File: src/rtl/busca_de_instrucao.sv
// busca_de_instrucao: instruction fetch stage with IF/ID register, stall, redirect and misalignment fault
module busca_de_instrucao #(
    parameter logic [31:0] RESET_PC = 32'h0000_0000
) (
    input  logic        clk,
    input  logic        reset,
    input  logic        enable,
    output logic [31:0] address,
    input  logic [31:0] instruction,
    input  logic        redirect_valid,
    input  logic [31:0] redirect_target,
    input  logic        id_ready,
    output logic        id_valid,
    output logic [31:0] id_instruction,
    output logic [31:0] id_pc,
    output logic [31:0] id_pc_plus4,
    output logic        fault,
    output logic [31:0] fetch_count
);
    typedef enum logic [1:0] {IDLE, RUN, FAULT} state_t;

    localparam logic [31:0] PC0 = {RESET_PC[31:2], 2'b00};

    state_t      state;
    logic [31:0] pc;
    logic        live;
    logic        redir_ok;
    logic        redir_bad;
    logic        cap;

    assign address     = pc;
    assign id_pc_plus4 = id_pc + 32'd4;
    assign live        = state != FAULT;
    assign redir_ok    = live && redirect_valid && redirect_target[1:0] == 2'b00;
    assign redir_bad   = live && redirect_valid && redirect_target[1:0] != 2'b00;
    assign cap         = state == RUN && enable && !redirect_valid && (!id_valid || id_ready);

    // redirect outranks capture; FAULT freezes everything until reset
    always_ff @(posedge clk or posedge reset) begin
        if (reset) begin
            state          <= IDLE;
            pc             <= PC0;
            id_valid       <= 1'b0;
            id_instruction <= '0;
            id_pc          <= '0;
            fault          <= 1'b0;
            fetch_count    <= '0;
        end else if (redir_bad) begin
            state    <= FAULT;
            fault    <= 1'b1;
            id_valid <= 1'b0;
        end else if (live) begin
            state <= enable ? RUN : IDLE;
            if (redir_ok) begin
                pc       <= redirect_target;
                id_valid <= 1'b0;
            end else if (cap) begin
                id_instruction <= instruction;
                id_pc          <= pc;
                id_valid       <= 1'b1;
                pc             <= pc + 32'd4;
                fetch_count    <= fetch_count + 32'd1;
            end else if (id_ready) begin
                id_valid <= 1'b0;
            end
        end
    end
endmodule

File: config.mk
export PLATFORM = sky130hd
export DESIGN_NAME = busca_de_instrucao
export DESIGN_NICKNAME = d
export VERILOG_FILES = /design/src/rtl/busca_de_instrucao.sv
export SDC_FILE = /design/constraint.sdc
export NUM_CORES = 1
export LEC_CHECK = 0
export ABC_AREA = 1
export CELL_PAD_IN_SITES_DETAIL_PLACEMENT = 0
export CELL_PAD_IN_SITES_GLOBAL_PLACEMENT = 1
export CORE_MARGIN = 4
export CORE_UTILIZATION = 33
export CTS_CLUSTER_SIZE = 40
export DETAILED_ROUTE_END_ITERATION = 10
export GPL_ROUTABILITY_DRIVEN = 0
export GPL_TIMING_DRIVEN = 0
export PLACE_DENSITY_LB_ADDON = 0.1
export SLEW_MARGIN = 40
export SYNTH_ARGS = -nofsm -noshare
export SYNTH_HDL_FRONTEND = slang
export SYNTH_SLANG_ARGS = --single-unit
File: constraint.sdc
create_clock -name clk -period 5.2 [get_ports clk]
set_input_delay 1.04 -clock clk [delete_from_list [all_inputs] [get_ports clk]]
set_output_delay 1.04 -clock clk [all_outputs]
set_load 0.01 [all_outputs]
# Yosys cells after proc, flatten, opt, wreduce, memory -nomap -nowiden
# Index checks and enable logic that the tools add are counted.
# W data, S select, Z words.
# totals
wordCells	41
output_inout_bits	162
regBits	132
in_bits	69
# classes
n_eq_ne	2
n_reduce_logical	17
muxes	10
bitwise	2
addsub	3
# op_table
operator	count
$add A32 B3 Y32 const B	2
$mux W32	2
$add A32 B1 Y32 const B	1
$logic_and A1 B1 Y1	6
$mux W1	6
$reduce_bool A2 Y1	3
$mux W2	2
$reduce_and A4 Y1	1
$reduce_bool A4 Y1	1
$reduce_and A3 Y1	1
$eq A2 B1 Y1 const B	1
$logic_not A1 Y1	2
$logic_not A2 Y1	1
$ne A2 B2 Y1 const B	1
$not A1 Y1	2
$reduce_and A2 Y1	1
$logic_or A1 B1 Y1	1

# Logic depth before layout (Yosys ltp)
# Gate-level depths: netlist of the first run.
# logic_depth
depth_word	8
ltp_mapped	11
depth_no_buf	10

# Worst setup path after synthesis of the first run
# Ideal clock, no wire load.
# synth_path
path_type	reg2out
from	register id_pc[2]
to	output id_pc_plus4[30]
slack_ps	2694
t_arrival_ps	1466
stages_incl_launch_ff	7
cell_sequence	dfrtp_1 > ha_1 > nand2_1 > nor2_2 > nand3_1 > nor3_2 > xor2_1
# synth_via
elab_chain_len	1
# synth_rtl
item	line	text
start, declared	15	output logic [31:0] id_pc,
start signal, assigned	59	id_pc <= pc;
$add A32 B3 Y32	32	assign id_pc_plus4 = id_pc + 32'd4;
end, declared	16	output logic [31:0] id_pc_plus4,
# Every way passes these cells.

# Final worst setup path of the first run
# Ends and elaborated chain as after synthesis.

==> results of run 1 <==
==> flip-flops by register name, summed over array words and instances (netlist names) <==
signal and flops:
state 2, fetch_count 32, id_pc 32, id_instruction 32
address 32, id_valid 1, fault 1
==> area by class of cell <==
class / count / area [sq um] / share of cell area (%)
sequential: 132 / 3300 / 30.7
buffer: 32 / 203 / 1.88
clock buffer: 17 / 425 / 3.95
tap: 280 / 350 / 3.25
inverter: 71 / 274 / 2.54
multi-input combinational: 814 / 3720 / 34.5
clock inverter: 15 / 171 / 1.59
timing repair buffer: 231 / 2330 / 21.6
==> synth_stat cells <==
| cell | count | area share, % |
|---|---|---|
| a21oi_1 | 13 | 0.87 |
| inv_2 | 2 | 0.10 |
| xor2_1 | 32 | 3.7 |
| nand4_1 | 6 | 0.50 |
| nand3b_4 | 1 | 0.27 |
| nor2_1 | 140 | 7.0 |
| dfrtp_1 | 132 | 44 |
| or2_2 | 2 | 0.17 |
| a21oi_2 | 1 | 0.12 |
| nand2_1 | 429 | 21 |
| inv_1 | 69 | 3.5 |
| buf_6 | 5 | 0.75 |
| nor3_1 | 9 | 0.60 |
| o22ai_1 | 1 | 0.084 |
| o21ai_0 | 50 | 3.3 |
| buf_1 | 1 | 0.050 |
| xnor2_1 | 20 | 2.3 |
| clkbuf_1 | 9 | 0.45 |
| a31oi_1 | 2 | 0.17 |
| nand3_2 | 1 | 0.13 |
| nor2_4 | 4 | 0.60 |
| and3_1 | 1 | 0.084 |
| and2_1 | 2 | 0.17 |
| nand2_2 | 5 | 0.42 |
| nand4_2 | 1 | 0.17 |
| buf_2 | 10 | 0.67 |
| nor2_2 | 15 | 1.3 |
| nand2b_1 | 1 | 0.084 |
| nand3b_1 | 10 | 1.0 |
| nor3_2 | 3 | 0.40 |
| ha_1 | 3 | 0.50 |
| clkbuf_8 | 1 | 0.18 |
| nand3_1 | 54 | 3.6 |
| buf_4 | 6 | 0.60 |
| o21ai_1 | 8 | 0.53 |
==> how the worst min path moves through the flow <==
stage,startpoint,to,slack [ns],depth (start not counted)
6_report,fault$_DFFE_PP0P_,fault$_DFFE_PP0P_,0.47,1
5_1_grt,id_instruction[26]$_DFFE_PP0P_,id_instruction[26]$_DFFE_PP0P_,0.50,2
4_1_cts,fault$_DFFE_PP0P_,fault$_DFFE_PP0P_,0.48,1
3_5_place_dp,fault$_DFFE_PP0P_,fault$_DFFE_PP0P_,0.46,1
3_3_place_gp,fault$_DFFE_PP0P_,fault$_DFFE_PP0P_,0.46,1
2_1_floorplan,fault$_DFFE_PP0P_,fault$_DFFE_PP0P_,0.51,1
==> per-stage QoR <==
step / hold slack, ns / setup TNS [ns]
2_1_floorplan: 0.512 / 0
3_3_place_gp: 0.457 / -219.58
6_report: 0.474 / 0
3_5_place_dp: 0.459 / 0
5_1_grt: 0.498 / 0
4_1_cts: 0.479 / 0
==> routing by layer <==
layer / wire (um) / share of wire (%) / global-route usage (%) / up-vias
li1: - / - / - / 3782
met4: 316 / 1.2 / 5.24 / 0
met3: 1930 / 7.5 / 4.89 / 24
met5: 0 / 0 / 0 / -
met2: 11100 / 43 / 31.0 / 233
met1: 12500 / 48 / 29.9 / 3391
==> critical path, stage by stage (launching register included) <==
cell             delay [ns]
dfrtp_1                0.48
ha_1                   0.25
nand2_1                0.11
nor2_2                 0.21
nand3_1                0.17
nor3_2                 0.24
xor2_1                 0.16
clkdlybuf4s50_1        0.55
==> kinds of logic after synthesis <==
kind of cell | after synthesis
compound gates | 75
xor+xnor | 52
fa+ha+maj | 3
flops | 132
simple gates | 684
buf+inv | 103
==> where the power goes <==
group	leakage [nW]	switching (mW)	internal [mW]	total [mW]
clock	0.285	0.516	0.719	1.23
sequential	1.76	0	1.03	1.03
combinational	2.79	0.0310	0.0471	0.0781
total	4.83	0.547	1.79	2.34
==> results.json, run 1 <==
{
  "status": "complete, no violations",
  "max_freq_ghz": 0.275,
  "netlist-cell-type-count": 35,
  "ioPinCount": 231,
  "clkLatencyLatePin_ns": 0.43,
  "r2r_cells": 10,
  "dp_hpwl_um": 20200,
  "area_growth_pct": 43.8,
  "design_area_sq_um": 10800,
  "r2r_start": "address[3]$_DFFE_PP0P_",
  "rows": 54,
  "first_global_vias": 7164,
  "fin_util_pct": 48.8,
  "grt_max_degree": 75,
  "fin_worst_skew_ns": 0.0120,
  "drt-total-wl_um": 25800,
  "yosysWarnings": 0,
  "rsz0062_at_grt": "false",
  "tightest_slew_ns": 0.664,
  "portBuffers": 230,
  "yosys.area_share.adder_pct": 0.501,
  "ant_nets": 0,
  "dpl_worst_slack_ns": 1.97,
  "dieArea_sq_um": 25200,
  "synthesis.area_sq_um": 7490,
  "htreeDepth": 4,
  "cts_resized": 0,
  "p_leak_nw": 4.83,
  "place_inst": 1560,
  "setup.worst_path.class": "reg2out",
  "syn_area_per_cell_sq_um": 7.14,
  "hold_buffers": 0,
  "cp_data_required_time_ns": 4.16,
  "synth_top_family_by_area": "simple AND/OR/NAND/NOR gates",
  "clockBufferDepth": 2,
  "fin_crit_sh_pct": 69.9,
  "slew_viol_final": 0,
  "synthXorXnorAreaFrac_pct": 6.08,
  "final_cell_count_no_fill": 1592,
  "finalCriticalPeriod_ns": 3.64,
  "placed_cell_area_sq_um": 10200,
  "synthCells": 1049,
  "cts_setup_buffers": 0,
  "initial_core_util_pct": 33.9,
  "clock_sinks": 132,
  "synthMuxAreaShare_pct": 0,
  "core_area_sq_um": 22100,
  "remaining_drc_errors": 0,
  "numCtsBuffers": 17,
  "dieWidth_um": 159,
  "drtPass1Iterations": 5,
  "synth_compound_area_share_pct": 5.11,
  "die_h_um": 159,
  "final_cell_mix": "nand2_1, clkdlybuf4s50_1, nor2_1",
  "drt_iter0_markers": 465,
  "fin_ws_ns": 1.56,
  "antenna_found_initial": 0,
  "end_kind": "output port",
  "hp-class": "reg2reg",
  "drv_cap": 0,
  "slew_headroom_pct": 55.7,
  "critical_path_arrival_ns": 2.60,
  "synth.net_count": 1121,
  "grt_util_all_layers_pct": 20.6,
  "post_drt_wl_per_cell_um": 16.2,
  "cp-start-kind": "flip-flop",
  "vias": 7430,
  "final_common_cell": "nand2_1",
  "grt_overflow": 0,
  "path_max_fanout": 5,
  "vias_per_cell": 4.67,
  "yosys_register_bits": 132,
  "worstSetupEndpoint": "id_pc_plus4[30]",
  "report.final.hold_viol_count": 0,
  "nNetsFinal": 1371,
  "layout-drive-gt1-share_pct": 6.94,
  "ys_seq_area_share_pct": 44.1,
  "rr_endpoint": "address[30]$_DFFE_PP0P_",
  "setup_viol": 0,
  "cts.reportedPaths.clkPinSlew_ns": 0.06,
  "grt_pass1_wl_um": 40000,
  "worstSetupStartpoint": "id_pc[2]$_DFFE_PP0P_",
  "ir_worst_vdd_uv": 201,
  "insertedDiodeCount": 0,
  "synth-simple-area-share_pct": 38.0,
  "fin_total_pwr_mw": 2.34,
  "cts-root-buf": "clkbuf_16",
  "reg2reg_setup_slack_ns": 3.33,
  "n_fill_cell": 2265,
  "cts_tree": "yes",
  "power_density_nw_per_um2": 217
}
(Power assumes the default switching activity.)
==> run 2: changes to the inputs <==
Settings changed: CORE_UTILIZATION 33 to 30.
Clock period 5.2 ns to 2.9 ns, I/O delays scaled along.
==> run 2 against run 1 <==
Compared with the run above: clock skew about the same; critical path depth unchanged; worst hold slack lost 0.0055 ns; wire length is 4.9% higher; critical endpoint is now id_pc_plus4[8]; first-iteration DRC count is 15% lower; combinational power is 110% higher; largest power group unchanged; highest routed layer unchanged; cell count rose by 3.9%; sequential power up 79%; count of clock-buffer cells in the layout rose by 1; sequential share of layout area shrank 0.94 points; largest cell class unchanged; die area increased by 9.5%.
==> results.json, run 2 (synthesized netlist as in run 1, its figures left out) <==
{
  "rows": 57,
  "ant_nets": 0,
  "tightest_slew_ns": 0.628,
  "cp_slowest_cell": "clkdlybuf4s50_1",
  "min_from": "fault$_DFFE_PP0P_",
  "grt_max_degree": 25,
  "insertedDiodeCount": 0,
  "vias": 7570,
  "grt_util_all_layers_pct": 19.7,
  "grt_pass1_wl_um": 43100,
  "post_drt_wl_per_cell_um": 16.3,
  "dp_hpwl_um": 21400,
  "cts.reportedPaths.clkPinSlew_ns": 0.07,
  "ioPinCount": 231,
  "first_global_vias": 7604,
  "finalCriticalPeriod_ns": 2.80,
  "layout-drive-gt1-share_pct": 11.0,
  "drt-total-wl_um": 27000,
  "antenna_found_initial": 0,
  "cp_data_required_time_ns": 2.32,
  "setup.worst_path.class": "reg2out",
  "fin_ws_ns": 0.0975,
  "design_area_sq_um": 11200,
  "vias_per_cell": 4.58,
  "setup_viol": 0,
  "cp-start-kind": "flip-flop",
  "hold_buffers": 0,
  "path_max_fanout": 3,
  "area_growth_pct": 49.5,
  "nNetsFinal": 1389,
  "core_area_sq_um": 24500,
  "htreeDepth": 4,
  "status": "complete, no violations",
  "drt_iter0_markers": 396,
  "final_common_cell": "nand2_1",
  "clkLatencyLatePin_ns": 0.43,
  "r2r_start": "address[3]$_DFFE_PP0P_",
  "die_h_um": 166,
  "numCtsBuffers": 17,
  "worstSetupStartpoint": "id_pc[3]$_DFFE_PP0P_",
  "drtPass1Iterations": 5,
  "n_fill_cell": 2506,
  "end_kind": "output port",
  "slowest_delay_ns": 0.56,
  "ir_worst_vdd_uv": 285,
  "dpl_worst_slack_ns": 0.143,
  "fin_crit_sh_pct": 96.6,
  "cpMostUsedCell": "buf_4",
  "p_leak_nw": 5.14,
  "slew_headroom_pct": 58.2,
  "grt_overflow": 0,
  "report.final.hold_viol_count": 0,
  "portBuffers": 230,
  "path_cells": "buf_4 -> ha_4 -> nand2_2 -> nor3_4 -> buf_4 -> xor2_1 -> clkdlybuf4s50_1",
  "initial_core_util_pct": 30.6,
  "max_freq_ghz": 0.357,
  "final_cell_mix": "nand2_1, clkdlybuf4s50_1, nor2_1",
  "hold_ws_ns": 0.468,
  "power_density_nw_per_um2": 367,
  "dieArea_sq_um": 27600,
  "drv_cap": 0,
  "dieWidth_um": 166,
  "seqCellArea_sq_um": 3330,
  "fin_worst_skew_ns": 0.0121,
  "hp-class": "reg2reg",
  "placed_cell_area_sq_um": 10400,
  "clockBufferDepth": 2,
  "clock_sinks": 132,
  "remaining_drc_errors": 0,
  "cts_tree": "yes",
  "slew_viol_final": 0,
  "multiInputGateArea_sq_um": 3830,
  "cts-root-buf": "clkbuf_16",
  "fin_util_pct": 45.8,
  "critical_path_arrival_ns": 2.22
}
## run 2: routing by layer
layer  share of wire (%)  global-route usage, %  wire length [um]  vias up
met2                  44                   30.3             12000      217
met1                  49                   28.2             13200     3519
li1                    -                      -                 -     3812
met4                 1.2                   5.42               328        0
met5                   0                      0                 0        -
met3                 5.7                   3.98              1530       22
## run 2: worst max-delay path, delay by kind of cell, from the launching register on
family | cells | cell delay, ns
buffers and inverters | 3 | 0.84
flip-flops | 1 | 0.37
AND/OR/NAND/NOR | 2 | 0.32
adder cells (fa/ha/maj) | 1 | 0.14
XOR/XNOR | 1 | 0.13
## run 2: repair_timing
action	in CTS	in global routing
setup buffers	3	9
pin swaps	3	2
gates resized for setup	20	40
endpoints found under the setup margin	16	17
## run 2: metrics by stage
step	instances	total power [mW]	TNS, ns
3_5_place_dp	1610	2.05	0
6_report	1654	4.11	0
5_1_grt	1654	4.26	-0.0330
4_1_cts	1645	4.18	-0.407
2_1_floorplan	1049	1.90	0
3_3_place_gp	1603	2.02	-99.48
## run 2: area by class of cell
cell class                      instances  share of cell area, %
Tap cell                              324                   3.62
Timing Repair Buffer                  249                   23.1
Sequential cell                       132                   29.7
Clock buffer                           18                   3.92
Inverter                               71                   2.41
Buffer                                 32                   1.81
Multi-Input combinational cell        814                   34.2
Clock inverter                         14                   1.21
## run 2: report_power, final
part / total [mW] / switching (mW) / internal, mW
clock: 2.10 / 0.942 / 1.16
combinational: 0.167 / 0.0616 / 0.106
sequential: 1.84 / 0 / 1.84
## run 2: worst paths after layout
check / depth (start not counted) / slack, ns / end
worst max-delay path: 7 / 0.1 / id_pc_plus4[8]
worst min-delay path: 1 / 0.47 / fault$_DFFE_PP0P_
worst max register to register: 10 / 1.09 / address[30]$_DFFE_PP0P_
worst min register to register: 1 / 0.47 / fault$_DFFE_PP0P_
max in group asynchronous: 4 / 1.71 / id_pc[25]$_DFFE_PP0P_
min in group asynchronous: 2 / 0.54 / address[10]$_DFFE_PP0P_
==> edit 1 (settings of run 2) <==
Put one more register stage on the output `fault`, with the module's reset. The value now appears one clock later. The other outputs are not delayed to match.
--- a/src/rtl/busca_de_instrucao.sv
+++ b/src/rtl/busca_de_instrucao.sv
@@ -21,6 +21,8 @@
 
     localparam logic [31:0] PC0 = {RESET_PC[31:2], 2'b00};
 
+    logic fault_s0;
+
     state_t      state;
     logic [31:0] pc;
     logic        live;
@@ -43,11 +45,11 @@
             id_valid       <= 1'b0;
             id_instruction <= '0;
             id_pc          <= '0;
-            fault          <= 1'b0;
+            fault_s0       <= 1'b0;
             fetch_count    <= '0;
         end else if (redir_bad) begin
             state    <= FAULT;
-            fault    <= 1'b1;
+            fault_s0 <= 1'b1;
             id_valid <= 1'b0;
         end else if (live) begin
             state <= enable ? RUN : IDLE;
@@ -65,5 +67,13 @@
             end
         end
     end
+    always_ff @(posedge clk or posedge reset) begin
+        if (reset) begin
+            fault <= '0;
+        end else begin
+            fault <= fault_s0;
+        end
+    end
+
 endmodule
 
Function: changed (a bounded check fails within 4 cycles, from zero or initial values and one cycle with reset high).
==> edit 1 against run 2 <==
  * Power increased by 6.5%
  * Setup slack improved by 0.0080 ns
  * Final area increased by 0.70%
  * Wire length decreased by 1.5%
  * Register-to-register slack improved by 0.05 ns
  * Synthesized area increased by 0.10%
  * Critical path depth decreased by 1
  * Worst hold slack got worse by 0.091 ns
  * Die area about the same
  * Sequential cell count increased by 1
  * Critical endpoint is now id_pc_plus4[21]
  * Largest cell class unchanged
==> edit 1: results (changes against run 2) <==
[hold_path]
min_to=fault
hp-start=fault_s0
hold_depth=0  ; -1

[placed_design]
place_inst=1614  ; +0.25%
dp_hpwl_mm=21.1  ; -1.4%
post-place-ws_ns=0.0951  ; -0.0478 ns

[synth]
synth_warnings=0  ; unchanged
yosysSeqAreaShare_pct=44.4  ; +0.29 points
synthAdderAreaFrac_pct=0.501  ; -0.00050 points
synth_common_cells=430 x nand2_1, 144 x nor2_1, 133 x dfrtp_1
synth_area_leaders=dfrtp_1 44%, nand2_1 22%, nor2_1 7.2%
synthXorXnorAreaFrac_pct=6.31  ; +0.23 points
ys_types=31  ; -11%
synth_nets=1125  ; +0.36%
async_flop_share_pct=100  ; unchanged
syn_avg_cell_area_um2=7.12  ; -0.28%
synth-compound-area-share_pct=4.77  ; -0.34 points

[worst_setup_path]
r2r-end=address[24]
crit_path_start=id_pc[5]
r2r_slack_ns=1.14  ; +0.05 ns
crit_end=id_pc_plus4[21]
rr_worst_depth=10  ; unchanged
crit_fanout=4  ; +1

[routing]
wire_per_inst_um=16.0  ; -2.1%
drtIter0Drc=418  ; +5.6%
avgViaCountPerCell=4.54  ; -0.73%

[global_route]
grt.total_usage_pct=19.3  ; -0.35 points
grt_max_degree=24  ; -4.0%
grt_pass1_vias=7521  ; -1.1%
grt_pass1_wl_mm=42.6  ; -1.3%
antenna_found_initial=1  ; +1

[timing]
finalCritPeriodShare_pct=96.4  ; -0.28 points
hold_slack_ns=0.378  ; -0.0908 ns
skew_ns=0.0115  ; -0.000596 ns
slew_headroom_pct=65.1  ; +6.9 points

[pwr]
vdd_drop_max_mv=0.348  ; +22%
power_leakage_uw=0.00518  ; +0.81%

[layout]
nNetsFinal=1399  ; +0.72%
final_cell_count_no_fill=1664  ; +0.60%

[status]
outcome=finished, final reports clean

edit 1: cell count changes in the layout (fill, tap and decap cells not counted), sizes merged, moves of 5 or more:
cell,before,now
a21oi,14,8
buf,41,46
nor2,159,165
dlymetal6s2s,9,4
clkdlybuf4s50,215,220
edit 1: power by group:
| group | internal (uW) | total [uW] | switching, uW |
|---|---|---|---|
| Combinational | 104 | 163 | 59.2 |
| Clock | 1450 | 2360 | 906 |
| Sequential | 1860 | 1860 | 0 |
edit 1: kinds of logic after synthesis:
group,Yosys count
xor gates and xnor gates,54
AOI/OAI and AO/OA,70
adders and majority gates,3
and+or+nand+nor,687
buffers and inverters,106
DFF,133
edit 1: repair_timing:
item	in CTS	in global routing
setup buffers	7	11
endpoints found under the setup margin	17	16
resized for setup	26	27
pin swaps	2	2
edit 1: cell type report:
| type | count | area, um^2 |
|---|---|---|
| multi-input cells | 814 | 3820 |
| flip-flops and latches | 133 | 3350 |
| well taps | 324 | 405 |
| plain buffers | 31 | 175 |
| clock inverters | 14 | 199 |
| clock buffers | 18 | 429 |
| inverters | 75 | 285 |
| repair buffers | 255 | 2620 |
| fillers | 2501 | 13200 |
edit 1: metal layers:
layer / track usage (%) / wire, um / vias up
met5: 0 / 13 / -
met4: 4.88 / 330 / 2
met3: 4.02 / 1250 / 25
met2: 30.2 / 12000 / 186
met1: 27.5 / 13000 / 3519
li1: - / - / 3828
edit 1: worst max-delay path, stage by stage (launching register included):
cell and delay (ns):
dfrtp_1 0.46, nand2_4 0.12, nor2_2 0.15, nand2_1 0.10, nor3_2 0.26, xor2_1 0.16, clkdlybuf4s50_1 0.55
==> edit 2 (config.mk and constraints of run 2) <==
Made on the original files. The 3 states of `state_t` get a one-hot encoding in 3 bits.
--- a/src/rtl/busca_de_instrucao.sv
+++ b/src/rtl/busca_de_instrucao.sv
@@ -17,7 +17,7 @@
     output logic        fault,
     output logic [31:0] fetch_count
 );
-    typedef enum logic [1:0] {IDLE, RUN, FAULT} state_t;
+    typedef enum logic [2:0] {IDLE = 3'b001, RUN = 3'b010, FAULT = 3'b100} state_t;
 
     localparam logic [31:0] PC0 = {RESET_PC[31:2], 2'b00};
 
Behaviour: no difference found for any inputs over 4 cycles, from zero or initial values and one cycle with reset high; so few cycles prove little.
==> edit 2 against run 2 <==
  * Final area down 0.32%
  * Highest routed layer unchanged
  * Wire length increased by 0.72%
  * Critical path type unchanged
  * Setup slack improved by 0.0078 ns
  * Critical endpoint is now id_pc_plus4[17]
  * Non-clock buffer count decreased by 8
  * Sequential cell count rose by 1
  * Core utilization about the same
  * Count of clock-buffer cells in the layout is 3 higher
  * Synthesized area is 0.63% lower
Power is not compared: it rests on default switching activity, and its combinational part moved more than twofold at a synthesized area within 25%.
==> edit 2: results (changes against run 2) <==
[worst_setup_path]
crit_path_start=id_pc[2]
crit_fanout=6  ; +3

[global_route]
antenna_found_initial=1  ; +1
grt_max_degree=23  ; -8.0%
grt_pass1_wl_mm=41.3  ; -4.2%
grt_pass1_vias=7172  ; -5.7%
grt.total_usage_pct=19.9  ; +0.22 points

[layout]
buffer_area_share_pct=24.5  ; -0.48 points
inverters=86  ; +21%
seqCellArea_mm2=0.00335  ; +0.64%
seq_cells=133  ; +0.76%
diodes=1  ; +1
multi_input_area_share_pct=33.3  ; -0.85 points
nClkBuffers=21  ; +3

[clock_network]
postCtsSetupBuffers=6  ; +3
postCtsResizedCells=18  ; -10%

[routing]
drtIter0Drc=378  ; -4.5%
num_vias=7452  ; -1.6%
wl_met3_mm=2.22  ; +45%
dr_wl_met2_mm=11.5  ; -4.2%
avgViaCountPerCell=4.55  ; -0.54%

[placed_design]
post-place-ws_ns=0.188  ; +0.0454 ns
place_inst=1597  ; -0.81%

[timing]
slew_headroom_pct=68.4  ; +10 points

[synth]
synth_area_leaders=dfrtp_1 44%, nand2_1 21%, nor2_1 6.0%
ys_types=38  ; +8.6%
syn_inst=1036  ; -1.2%
yosysSeqAreaShare_pct=44.7  ; +0.63 points
synth_nets=1108  ; -1.2%

[hold_path]
hp-class=in2async

[status]
outcome=finished, final reports clean

-- edit 2: metrics by stage --
stage | power, uW | hold WS (ns) | cell area (um^2) | utilization (%) | TNS [ns]
2_1_floorplan | 2170 | 0.501 | 7450 | - | 0
3_3_place_gp | 2490 | 0.461 | 10200 | 41.6 | -102.17
3_5_place_dp | 2520 | 0.452 | 10300 | 42.4 | 0
4_1_cts | 4870 | 0.425 | 11100 | 45.4 | -0.0213
5_1_grt | 4990 | 0.427 | 11200 | 45.8 | -0.0114
6_report | 4820 | 0.434 | 11200 | 45.8 | 0
-- edit 2: cell families (layout without fill, tap and decap cells) --
family                   after synthesis  in the layout  synth area share [%]
AND/OR/NAND/NOR                      664            664                  37.3
flip-flops                           133            133                  44.7
XOR/XNOR                              47             47                  5.53
buffers and inverters                115            391                  6.67
AO/OA/AOI/OAI                         74             74                  5.28
adder cells (fa/ha/maj)                3              3                 0.504
other                                  0              1                     0
